<file path="src/rtl/mc_sample_gen.sv">
// Monte Carlo sample-point source: two 16-bit Fibonacci LFSRs stream (x, y) pairs
// over valid/ready for a programmed number of samples per run.
//
// state  | meaning
// IDLE   | waiting for start; seeds may be loaded
// RUN    | presenting samples, counting accepted transfers
// DONE   | run complete; done_o sticky until next start
module mc_sample_gen #(
    parameter int          WIDTH     = 10,
    parameter int          N_SAMPLES = 1024,
    parameter logic [15:0] SEED_X    = 16'hACE1,
    parameter logic [15:0] SEED_Y    = 16'h1D87,
    localparam int         CW        = $clog2(N_SAMPLES + 1)
) (
    input  logic             clk,
    input  logic             rst_n,
    input  logic             start,
    input  logic             seed_load,
    input  logic [15:0]      seed_x,
    input  logic [15:0]      seed_y,
    output logic [WIDTH-1:0] x_o,
    output logic [WIDTH-1:0] y_o,
    output logic             valid_o,
    input  logic             ready_i,
    output logic             busy_o,
    output logic             done_o,
    output logic [CW-1:0]    count_o
);

    typedef enum logic [1:0] {S_IDLE, S_RUN, S_DONE} state_t;

    localparam logic [CW-1:0] N_LAST = CW'(N_SAMPLES);

    state_t        state_q, state_d;
    logic [15:0]   lfsr_x_q, lfsr_x_d;
    logic [15:0]   lfsr_y_q, lfsr_y_d;
    logic [CW-1:0] count_q, count_d;
    logic          valid_q, valid_d;
    logic          busy_q, busy_d;
    logic          done_q, done_d;

    // Taps 16,14,13,11: maximal length, so the all-zero state is never entered.
    function automatic logic [15:0] lfsr_step(input logic [15:0] cur);
        return {cur[14:0], cur[15] ^ cur[13] ^ cur[12] ^ cur[10]};
    endfunction

    always_comb begin
        state_d  = state_q;
        lfsr_x_d = lfsr_x_q;
        lfsr_y_d = lfsr_y_q;
        count_d  = count_q;
        valid_d  = valid_q;
        busy_d   = busy_q;
        done_d   = done_q;
        case (state_q)
            S_IDLE, S_DONE: begin
                // Seeds load on the same edge as start so the run begins from them.
                if (seed_load) begin
                    lfsr_x_d = (seed_x == 16'd0) ? SEED_X : seed_x;
                    lfsr_y_d = (seed_y == 16'd0) ? SEED_Y : seed_y;
                end
                if (start) begin
                    state_d = S_RUN;
                    count_d = '0;
                    valid_d = 1'b1;
                    busy_d  = 1'b1;
                    done_d  = 1'b0;
                end
            end
            S_RUN: begin
                if (valid_q && ready_i) begin
                    lfsr_x_d = lfsr_step(lfsr_x_q);
                    lfsr_y_d = lfsr_step(lfsr_y_q);
                    count_d  = count_q + CW'(1);
                    if (count_d == N_LAST) begin
                        state_d = S_DONE;
                        valid_d = 1'b0;
                        busy_d  = 1'b0;
                        done_d  = 1'b1;
                    end
                end
            end
            default: begin
                state_d = S_IDLE;
                valid_d = 1'b0;
                busy_d  = 1'b0;
                done_d  = 1'b0;
            end
        endcase
    end

    always_ff @(posedge clk or negedge rst_n) begin
        if (!rst_n) begin
            state_q  <= S_IDLE;
            lfsr_x_q <= SEED_X;
            lfsr_y_q <= SEED_Y;
            count_q  <= '0;
            valid_q  <= 1'b0;
            busy_q   <= 1'b0;
            done_q   <= 1'b0;
        end else begin
            state_q  <= state_d;
            lfsr_x_q <= lfsr_x_d;
            lfsr_y_q <= lfsr_y_d;
            count_q  <= count_d;
            valid_q  <= valid_d;
            busy_q   <= busy_d;
            done_q   <= done_d;
        end
    end

    assign x_o     = lfsr_x_q[WIDTH-1:0];
    assign y_o     = lfsr_y_q[WIDTH-1:0];
    assign valid_o = valid_q;
    assign busy_o  = busy_q;
    assign done_o  = done_q;
    assign count_o = count_q;

endmodule
</file>
<file path="config.mk">
export PLATFORM = sky130hd
export DESIGN_NAME = mc_sample_gen
export DESIGN_NICKNAME = d
export VERILOG_FILES = /design/src/rtl/mc_sample_gen.sv
export SDC_FILE = /design/constraint.sdc
export NUM_CORES = 1
export LEC_CHECK = 0
export CAP_MARGIN = 0
export CELL_PAD_IN_SITES_DETAIL_PLACEMENT = 0
export CELL_PAD_IN_SITES_GLOBAL_PLACEMENT = 1
export CORE_ASPECT_RATIO = 0.6
export CORE_MARGIN = 4
export CORE_UTILIZATION = 39
export CTS_CLUSTER_DIAMETER = 30
export DETAILED_ROUTE_END_ITERATION = 8
export PLACE_DENSITY = 0.95
export SLEW_MARGIN = 25
export SYNTH_ARGS = -nofsm -noshare
export SYNTH_HDL_FRONTEND = slang
export SYNTH_SLANG_ARGS = --single-unit
</file>
<file path="constraint.sdc">
create_clock -name clk -period 3.88 [get_ports clk]
set_input_delay 0.388 -clock clk [delete_from_list [all_inputs] [get_ports clk]]
set_output_delay 0.388 -clock clk [all_outputs]
set_load 0.02 [all_outputs]
</file>
==> results of run 1 <==
layer usage:
metal / up-vias / part of all wire (%) / global-route usage (%)
li1: 1037 / - / -
met1: 936 / 52 / 23.6
met2: 44 / 42 / 21.4
met3: 6 / 4.4 / 3.85
met4: 0 / 1.2 / 3.47
met5: - / 0 / 0
path summary, 6_finish.rpt:
kind	startpoint	to	slack, ps	depth (start not counted)
max in group asynchronous	rst_n	lfsr_y_q[0]$_DFFE_PN1P_	3410	1
min	rst_n	count_o[5]$_DFFE_PN0P_	80	1
max reg2reg	done_o$_DFFE_PN0P_	lfsr_y_q[3]$_DFFE_PN0P_	1680	5
max	ready_i	lfsr_y_q[3]$_DFFE_PN0P_	1620	6
min reg2reg	lfsr_x_q[11]$_DFFE_PN1P_	lfsr_x_q[11]$_DFFE_PN1P_	470	2
min in group clk	lfsr_x_q[11]$_DFFE_PN1P_	lfsr_x_q[11]$_DFFE_PN1P_	470	2
state kept, by name, summed over array words and instances (netlist names):
register / flops
lfsr_x_q: 16
busy_o: 1
done_o: 1
state_q: 1
count_o: 11
lfsr_y_q: 16
critical path: stages:
cell and delay [ps]:
clkdlybuf4s50_1 430, nand4b_1 100, buf_4 230, a21boi_4 730
buf_4 390, o21ai_0 140
kinds of logic (layout without fill, tap and decap cells):
family | count (synthesis) | count (layout) | share of synthesized area, %
compound gates | 84 | 84 | 20.9
simple gates | 74 | 74 | 15.4
flops | 46 | 46 | 45.9
buf+inv | 39 | 82 | 8.93
mux | 16 | 16 | 6.28
xor+xnor | 6 | 6 | 2.06
fa+ha+maj | 1 | 1 | 0.490
stage by stage:
stage	setup slack, ps	hold WS (ps)	std cells	power [mW]
global route	1390	119	393	0.871
detailed placement	1320	461	385	0.547
CTS	1640	292	393	0.846
finish	1620	81.4	393	0.836
global placement	1400	451	385	0.547
floorplan	2070	92.4	266	0.494
final cells by class:
class	instances	area (sq um)	area share (%)
repair buffers	72	713	21.9
multi-input cells	181	1170	35.8
flip-flops and latches	46	1170	36.0
inverters	2	7.51	0.231
clock inverters	1	5.00	0.154
clock buffers	7	86.3	2.65
well taps	84	105	3.23
where the power goes:
part / switching [mW] / total, mW / internal [mW]
Combinational: 0.0226 / 0.0579 / 0.0353
Clock: 0.154 / 0.298 / 0.144
Sequential: 0 / 0.480 / 0.480
cells in the final DEF (no fill, tap or decap), types with 3 or more instances in the layout:
master / Yosys / final
a21oi_1: 4 / 4
a31oi_1: 3 / 3
and3_1: 7 / 7
buf_4: 21 / 3
clkbuf_8: 0 / 6
clkdlybuf4s50_1: 0 / 69
dfrtp_1: 30 / 30
dfstp_2: 16 / 16
mux2i_1: 16 / 16
nand2_1: 38 / 38
nand3_1: 4 / 4
nor2_1: 4 / 4
o21ai_0: 29 / 29
o21ai_1: 16 / 16
o22ai_1: 17 / 17
o31ai_1: 4 / 4
or4_4: 6 / 6
xnor2_1: 4 / 4
==> results.json, run 1 <==
{
  "overflow": 0,
  "ys_warn_count": 0,
  "first_pass_iters": 4,
  "timing.fmax_mhz": 442,
  "critical_path_class": "in2reg",
  "period_share_pct": 58.3,
  "synth_seq_cells": 46,
  "insertion_delay_ps": 290,
  "place_area_sq_mm": 0.00316,
  "vias_per_cell": 5.15,
  "synthTopCellsByArea": "dfrtp_1 (29%), dfstp_2 (16%), mux2i_1 (6.3%), buf_4 (6.2%), o21ai_0 (5.7%)",
  "track_usage_pct": 15.3,
  "ys_types": 39,
  "synth_area_sq_mm": 0.00255,
  "crit_path_max_fanout": 38,
  "dp_hpwl_um": 4610,
  "final_cell_area_sq_mm": 0.00325,
  "end_kind": "flop",
  "nets": 346,
  "io_pins": 71,
  "maxCapViolations": 0,
  "leakage_nw": 1.19,
  "first_iter_violations": 110,
  "dr_total_vias": 2023,
  "syn_inst": 266,
  "grt_pass1_wl_um": 9820,
  "clk_pin_slew_ps": 80,
  "initial_core_util_pct": 41.0,
  "fin_skew_ps": 3.26,
  "startpoint_type": "input pin",
  "synthArstFlopShare_pct": 100,
  "synth_commonest_cells": "nand2_1 (38), dfrtp_1 (30), o21ai_0 (29)",
  "drc": 0,
  "cts_resized": 0,
  "final_util_pct": 52.3,
  "setup_viol": 0,
  "min_path_type": "in2async",
  "fill_cells": 593,
  "rsz0062_at_grt": "no",
  "grt_pass1_vias": 1894,
  "synth.net_count": 304,
  "yosysMostFrequentCell": "nand2_1",
  "ctsHoldBuffers": 0,
  "area_delta_synth_final_pct": 27.6,
  "antenna_cells": 0,
  "period_minus_slack_ps": 2260,
  "synth_seq_area_share_pct": 45.9,
  "num_rows": 22,
  "cp.arrival_ps": 2430,
  "slew_headroom_pct": 31.3,
  "avgSynthCellArea_sq_um": 9.59,
  "chipHeight_um": 70.7,
  "drive_above_1_share_pct": 12.0,
  "tritoncts": "built",
  "clock-sinks": 46,
  "grt_max_degree": 47,
  "place.gp.congestion": 0.917,
  "dieWidth_um": 112,
  "synth_area_leader_cell": "dfrtp_1",
  "antenna_left": 0,
  "fin_setup_tns_ps": 0,
  "ys.flop_type": "dfrtp_1",
  "fp.coreArea_sq_mm": 0.00622,
  "status": "finished, final reports clean",
  "cts_buffer_depth": 2,
  "io_buffers": 70,
  "cts_setup_buffers": 0,
  "numCtsBuffers": 5,
  "crit_required_ps": 4040,
  "synth_edf_count": 0,
  "root_buffer": "clkbuf_8",
  "routedWlPerCell_um": 15.7,
  "htree_levels": 2,
  "ir_drop_mv": 0.156,
  "die-area_sq_mm": 0.00794,
  "yosys.area.top_type_share_pct": 29.4,
  "power_density_mw_per_mm2": 257,
  "antenna_found_initial": 0,
  "hold_viol_final": 0,
  "drt-total-wl_um": 6190,
  "slew_violations": 0,
  "worst_pin_slew_ps": 1030
}
Note: power is estimated with default switching activity, not from simulation.
==> run 2, diff against run 1 <==
--- a/config.mk
+++ b/config.mk
@@ -10,10 +10,10 @@
 export CELL_PAD_IN_SITES_GLOBAL_PLACEMENT = 1
 export CORE_ASPECT_RATIO = 0.6
 export CORE_MARGIN = 4
-export CORE_UTILIZATION = 39
+export CORE_UTILIZATION = 36
 export CTS_CLUSTER_DIAMETER = 30
 export DETAILED_ROUTE_END_ITERATION = 8
-export PLACE_DENSITY = 0.95
+export PLACE_DENSITY = 0.9
 export SLEW_MARGIN = 25
 export SYNTH_ARGS = -nofsm -noshare
 export SYNTH_HDL_FRONTEND = slang
==> constraint.sdc (replaced) <==
create_clock -name clk -period 2.26 [get_ports clk]
set_input_delay 0.226 -clock clk [delete_from_list [all_inputs] [get_ports clk]]
set_output_delay 0.226 -clock clk [all_outputs]
set_load 0.02 [all_outputs]
==> results.json, run 2 (synthesized netlist as in run 1, its figures left out) <==
{
  "status": "finished, final reports clean",
  "timing.fmax_mhz": 522,
  "grt_pass1_vias": 1991,
  "setup_viol": 0,
  "mostFrequentLayoutCell": "clkdlybuf4s50_1",
  "first_pass_iters": 4,
  "slew_violations": 0,
  "dr_total_vias": 2087,
  "grt_max_degree": 65,
  "track_usage_pct": 15.3,
  "power_density_mw_per_mm2": 514,
  "hold_end": "lfsr_x_q[11]$_DFFE_PN1P_",
  "ir_drop_mv": 0.307,
  "end_kind": "flop",
  "crit_chain": "clkdlybuf4s50_1, or4_4, o41ai_4, buf_4, o22ai_1, o21ai_1",
  "path_delay_family": "compound AO/OA/AOI/OAI gates",
  "die-area_sq_mm": 0.00854,
  "slew_headroom_pct": 60.6,
  "overflow": 0,
  "worstHoldStart": "lfsr_x_q[11]$_DFFE_PN1P_",
  "numCtsBuffers": 5,
  "cts_buffer_depth": 2,
  "critPathBufInv": 2,
  "routedWlPerCell_um": 15.8,
  "fill_cells": 631,
  "slowest_delay_ps": 570,
  "drc": 0,
  "cts_setup_buffers": 0,
  "insertion_delay_ps": 280,
  "maxCapViolations": 0,
  "place_area_sq_mm": 0.00323,
  "leakage_nw": 1.26,
  "cpMaxStageDelayCell": "or4_4",
  "antenna_found_initial": 0,
  "startpoint_type": "input pin",
  "antenna_left": 0,
  "chipHeight_um": 73.2,
  "crit_required_ps": 2470,
  "clk_pin_slew_ps": 60,
  "io_pins": 71,
  "rsz0062_at_grt": "no",
  "place_ws_ps": 65.1,
  "worst_pin_slew_ps": 592,
  "tritoncts": "built",
  "drt-total-wl_um": 6350,
  "r2r-end": "done_o$_DFFE_PN0P_",
  "dieWidth_um": 117,
  "dp_hpwl_um": 4810,
  "nets": 352,
  "num_rows": 23,
  "reg2reg_depth": 5,
  "period_minus_slack_ps": 1920,
  "hold_depth": 2,
  "area_delta_synth_final_pct": 33.3,
  "fin_setup_tns_ps": 0,
  "hold_viol_final": 0,
  "rr_startpoint": "count_o[0]$_DFFE_PN0P_",
  "fin_skew_ps": 5.31,
  "cp.arrival_ps": 2120,
  "fp.coreArea_sq_mm": 0.00676,
  "crit_path_max_fanout": 5,
  "period_share_pct": 84.8,
  "layout_common_cells": "clkdlybuf4s50_1 (69), nand2_1 (38), dfrtp_1 (30)",
  "initial_core_util_pct": 37.7,
  "final_cell_area_sq_mm": 0.00340,
  "r2r_setup_slack_ps": 360,
  "place.gp.congestion": 0.776,
  "first_iter_violations": 151,
  "drive_above_1_share_pct": 13.0,
  "grt_pass1_wl_um": 10300,
  "critical_path_class": "in2reg",
  "dpl.cell_count": 393,
  "vias_per_cell": 5.19,
  "fin_cells": 402,
  "clock-sinks": 46,
  "htree_levels": 2,
  "io_buffers": 70,
  "min_path_type": "reg2reg",
  "antenna_cells": 0,
  "root_buffer": "clkbuf_16",
  "setup_ws_ps": 344
}
==> run 2: layer usage <==
| metal | vias to the layer above | GRT usage (%) | share of wire [%] |
|---|---|---|---|
| li1 | 1052 | - | - |
| met1 | 996 | 24.0 | 52 |
| met2 | 37 | 21.7 | 44 |
| met3 | 2 | 3.07 | 3.9 |
| met4 | 0 | 3.31 | 0.60 |
| met5 | - | 0 | 0 |
==> run 2: power by group <==
group | leakage [nW] | internal [mW] | total [mW] | switching (mW)
Clock | 0.0781 | 0.523 | 0.820 | 0.297
Sequential | 0.579 | 0.825 | 0.825 | 0
Combinational | 0.602 | 0.0644 | 0.104 | 0.0393
==> run 2: tightest hold or removal path, cell delays in order, from the launching register on <==
cell and delay (ps):
dfstp_2 370, nand2_1 40, o21ai_1 50
==> run 2: final cells by class <==
type,count,area (sq um),share of cell area [%]
sequential,46,1170,34.4
clock inverter,1,30.0,0.883
timing repair buffer,78,783,23.0
clock buffer,7,133,3.90
tap,87,109,3.20
inverter,2,7.51,0.221
multi-input combinational,181,1170,34.3
==> run 2: metrics by stage <==
step / util (%) / hold WS (ps) / power (mW)
CTS: 50.3 / 470 / 1.78
detailed placement: 47.7 / 251 / 0.943
floorplan: - / -69.6 / 0.848
global route: 50.3 / 487 / 1.81
finish: 50.3 / 466 / 1.75
global placement: 47.7 / 258 / 0.942
==> run 2: repair_timing <==
action	in CTS	in global routing
hold buffers	1	0
resized for setup	0	0
hold endpoints to repair	17	0
==> run 2: worst max path at each step <==
stage	start	endpoint	slack, ps	cells past startpoint
finish	seed_y[8]	lfsr_y_q[11]$_DFFE_PN1P_	340	6
floorplan	count_o[0]$_DFFE_PN0P_	done_o$_DFFE_PN0P_	450	6
global route	seed_y[8]	lfsr_y_q[10]$_DFFE_PN1P_	250	6
detailed placement	seed_y[8]	lfsr_y_q[12]$_DFFE_PN1P_	70	6
global placement	seed_y[8]	lfsr_y_q[8]$_DFFE_PN1P_	110	6
CTS	seed_y[8]	lfsr_y_q[10]$_DFFE_PN1P_	340	6
==> run 3, diff against run 2 <==
==> constraint.sdc (replaced) <==
create_clock -name clk -period 2 [get_ports clk]
set_input_delay 0.2 -clock clk [delete_from_list [all_inputs] [get_ports clk]]
set_output_delay 0.2 -clock clk [all_outputs]
set_load 0.02 [all_outputs]
==> results.json, run 3 (synthesized netlist as in run 1, its figures left out) <==
{
  "antenna_left": 0,
  "clock-sinks": 46,
  "min_path_type": "in2async",
  "tritoncts": "built",
  "fin_skew_ps": 6.27,
  "seqPwrFrac_pct": 50.6,
  "whs_ps": -3.42,
  "place_ws_ps": -60.6,
  "setup_ws_ps": 199,
  "numCtsBuffers": 5,
  "routedWlPerCell_um": 15.7,
  "layout_common_cells": "clkdlybuf4s50_1 (69), nand2_1 (38), dfrtp_1 (30)",
  "chipHeight_um": 73.2,
  "power_frac_clock_pct": 42.9,
  "switching_share_pct": 20.4,
  "rsz0062_at_grt": "no",
  "hold_viol_final": 2,
  "comb_power_share_pct": 6.6,
  "crit_path_max_fanout": 4,
  "first_pass_iters": 4,
  "area_delta_synth_final_pct": 35.1,
  "end_kind": "flop",
  "drive_above_1_share_pct": 15.8,
  "initial_core_util_pct": 37.7,
  "p_total_mw": 1.84,
  "nets": 360,
  "setup_viol": 0,
  "worst_pin_slew_ps": 581,
  "period_minus_slack_ps": 1800,
  "root_buffer": "clkbuf_16",
  "place_area_sq_mm": 0.00331,
  "insertion_delay_ps": 280,
  "internal-power_mw": 1.47,
  "final_cell_area_sq_mm": 0.00345,
  "track_usage_pct": 15.5,
  "grt_max_degree": 65,
  "vias_per_cell": 5.19,
  "status": "finished with violations",
  "dp_hpwl_um": 4850,
  "first_iter_violations": 149,
  "die-area_sq_mm": 0.00854,
  "ir_drop_mv": 0.420,
  "drt-total-wl_um": 6430,
  "startpoint_type": "input pin",
  "num_rows": 23,
  "clk_pin_slew_ps": 60,
  "violations": "negative hold slack",
  "period_share_pct": 90.1,
  "drc": 0,
  "fin_setup_tns_ps": 0,
  "cts_resized": 0,
  "cts_setup_buffers": 0,
  "fill_cells": 628,
  "cp.arrival_ps": 2010,
  "ctsHoldBuffers": 0,
  "antenna_found_initial": 0,
  "slew_headroom_pct": 61.3,
  "io_pins": 71,
  "mostFrequentLayoutCell": "clkdlybuf4s50_1",
  "crit_required_ps": 2210,
  "io_buffers": 70,
  "antenna_cells": 0,
  "place.gp.congestion": 0.778,
  "timing.fmax_mhz": 555,
  "htree_levels": 2,
  "dieWidth_um": 117,
  "critical_path_class": "in2reg",
  "final_util_pct": 51.0,
  "cts_buffer_depth": 2,
  "slew_violations": 0,
  "power_density_mw_per_mm2": 535,
  "fp.coreArea_sq_mm": 0.00676,
  "overflow": 0,
  "leakage_nw": 1.29,
  "grt_pass1_vias": 2051,
  "maxCapViolations": 0,
  "grt_pass1_wl_um": 10400,
  "power_switching_mw": 0.376,
  "dr_total_vias": 2126
}
[run 3: cell types whose count changed in the layout (fill, tap and decap cells not counted)]
cell,before,now
clkbuf_1,2,1
dlygate4sd3_1,1,0
bufinv_16,1,0
clkinv_2,0,2
buf_4,5,13
buf_12,2,3
[run 3: final cells by class]
cell class	instances	area, sq um	share of cell area [%]
inverters	2	7.51	0.218
repair buffers	86	853	24.8
flip-flops and latches	46	1170	34.0
clock buffers	6	129	3.74
well taps	87	109	3.16
clock inverters	2	10.0	0.290
multi-input cells	181	1170	33.8
[run 3: power groups by stage]
stage	Sequential, mW	Combinational [mW]	Clock, mW
final	0.932	0.121	0.790
after global routing	0.931	0.132	0.862
after CTS	0.932	0.124	0.822
after detailed placement	0.948	0.123	0
after global placement	0.948	0.123	0
after floorplan	0.948	0.00997	0
[run 3: per-layer routing]
layer	vias to the layer above	track usage [%]	routed length (um)
met4	0	2.67	38
met5	-	0	0
li1	1064	-	-
met2	48	23.1	2820
met3	2	2.65	387
met1	1012	23.8	3190
[run 3: worst max-delay path: stages]
cell,delay (ps)
clkdlybuf4s50_1,430
or4_4,580
o41ai_4,380
buf_4,190
o22ai_1,90
o21ai_1,140
[run 3: worst paths after layout]
| check | startpoint | endpoint | slack [ps] | depth (start not counted) |
|---|---|---|---|---|
| setup / recovery | seed_y[8] | lfsr_y_q[2]$_DFFE_PN1P_ | 200 | 6 |
| max in group asynchronous | rst_n | count_o[8]$_DFFE_PN0P_ | 1600 | 2 |
| hold reg to reg | lfsr_x_q[11]$_DFFE_PN1P_ | lfsr_x_q[11]$_DFFE_PN1P_ | 460 | 2 |
| setup reg to reg | count_o[3]$_DFFE_PN0P_ | done_o$_DFFE_PN0P_ | 370 | 4 |
| hold / removal | rst_n | count_o[5]$_DFFE_PN0P_ | -3 | 2 |
| min in group clk | lfsr_x_q[11]$_DFFE_PN1P_ | lfsr_x_q[11]$_DFFE_PN1P_ | 460 | 2 |
[run 3: per-stage QoR]
stage	hold WS, ps	std cells
finish	-3.42	410
global route	55.0	410
CTS	32.7	410
detailed placement	331	402
floorplan	-95.6	266
global placement	331	402
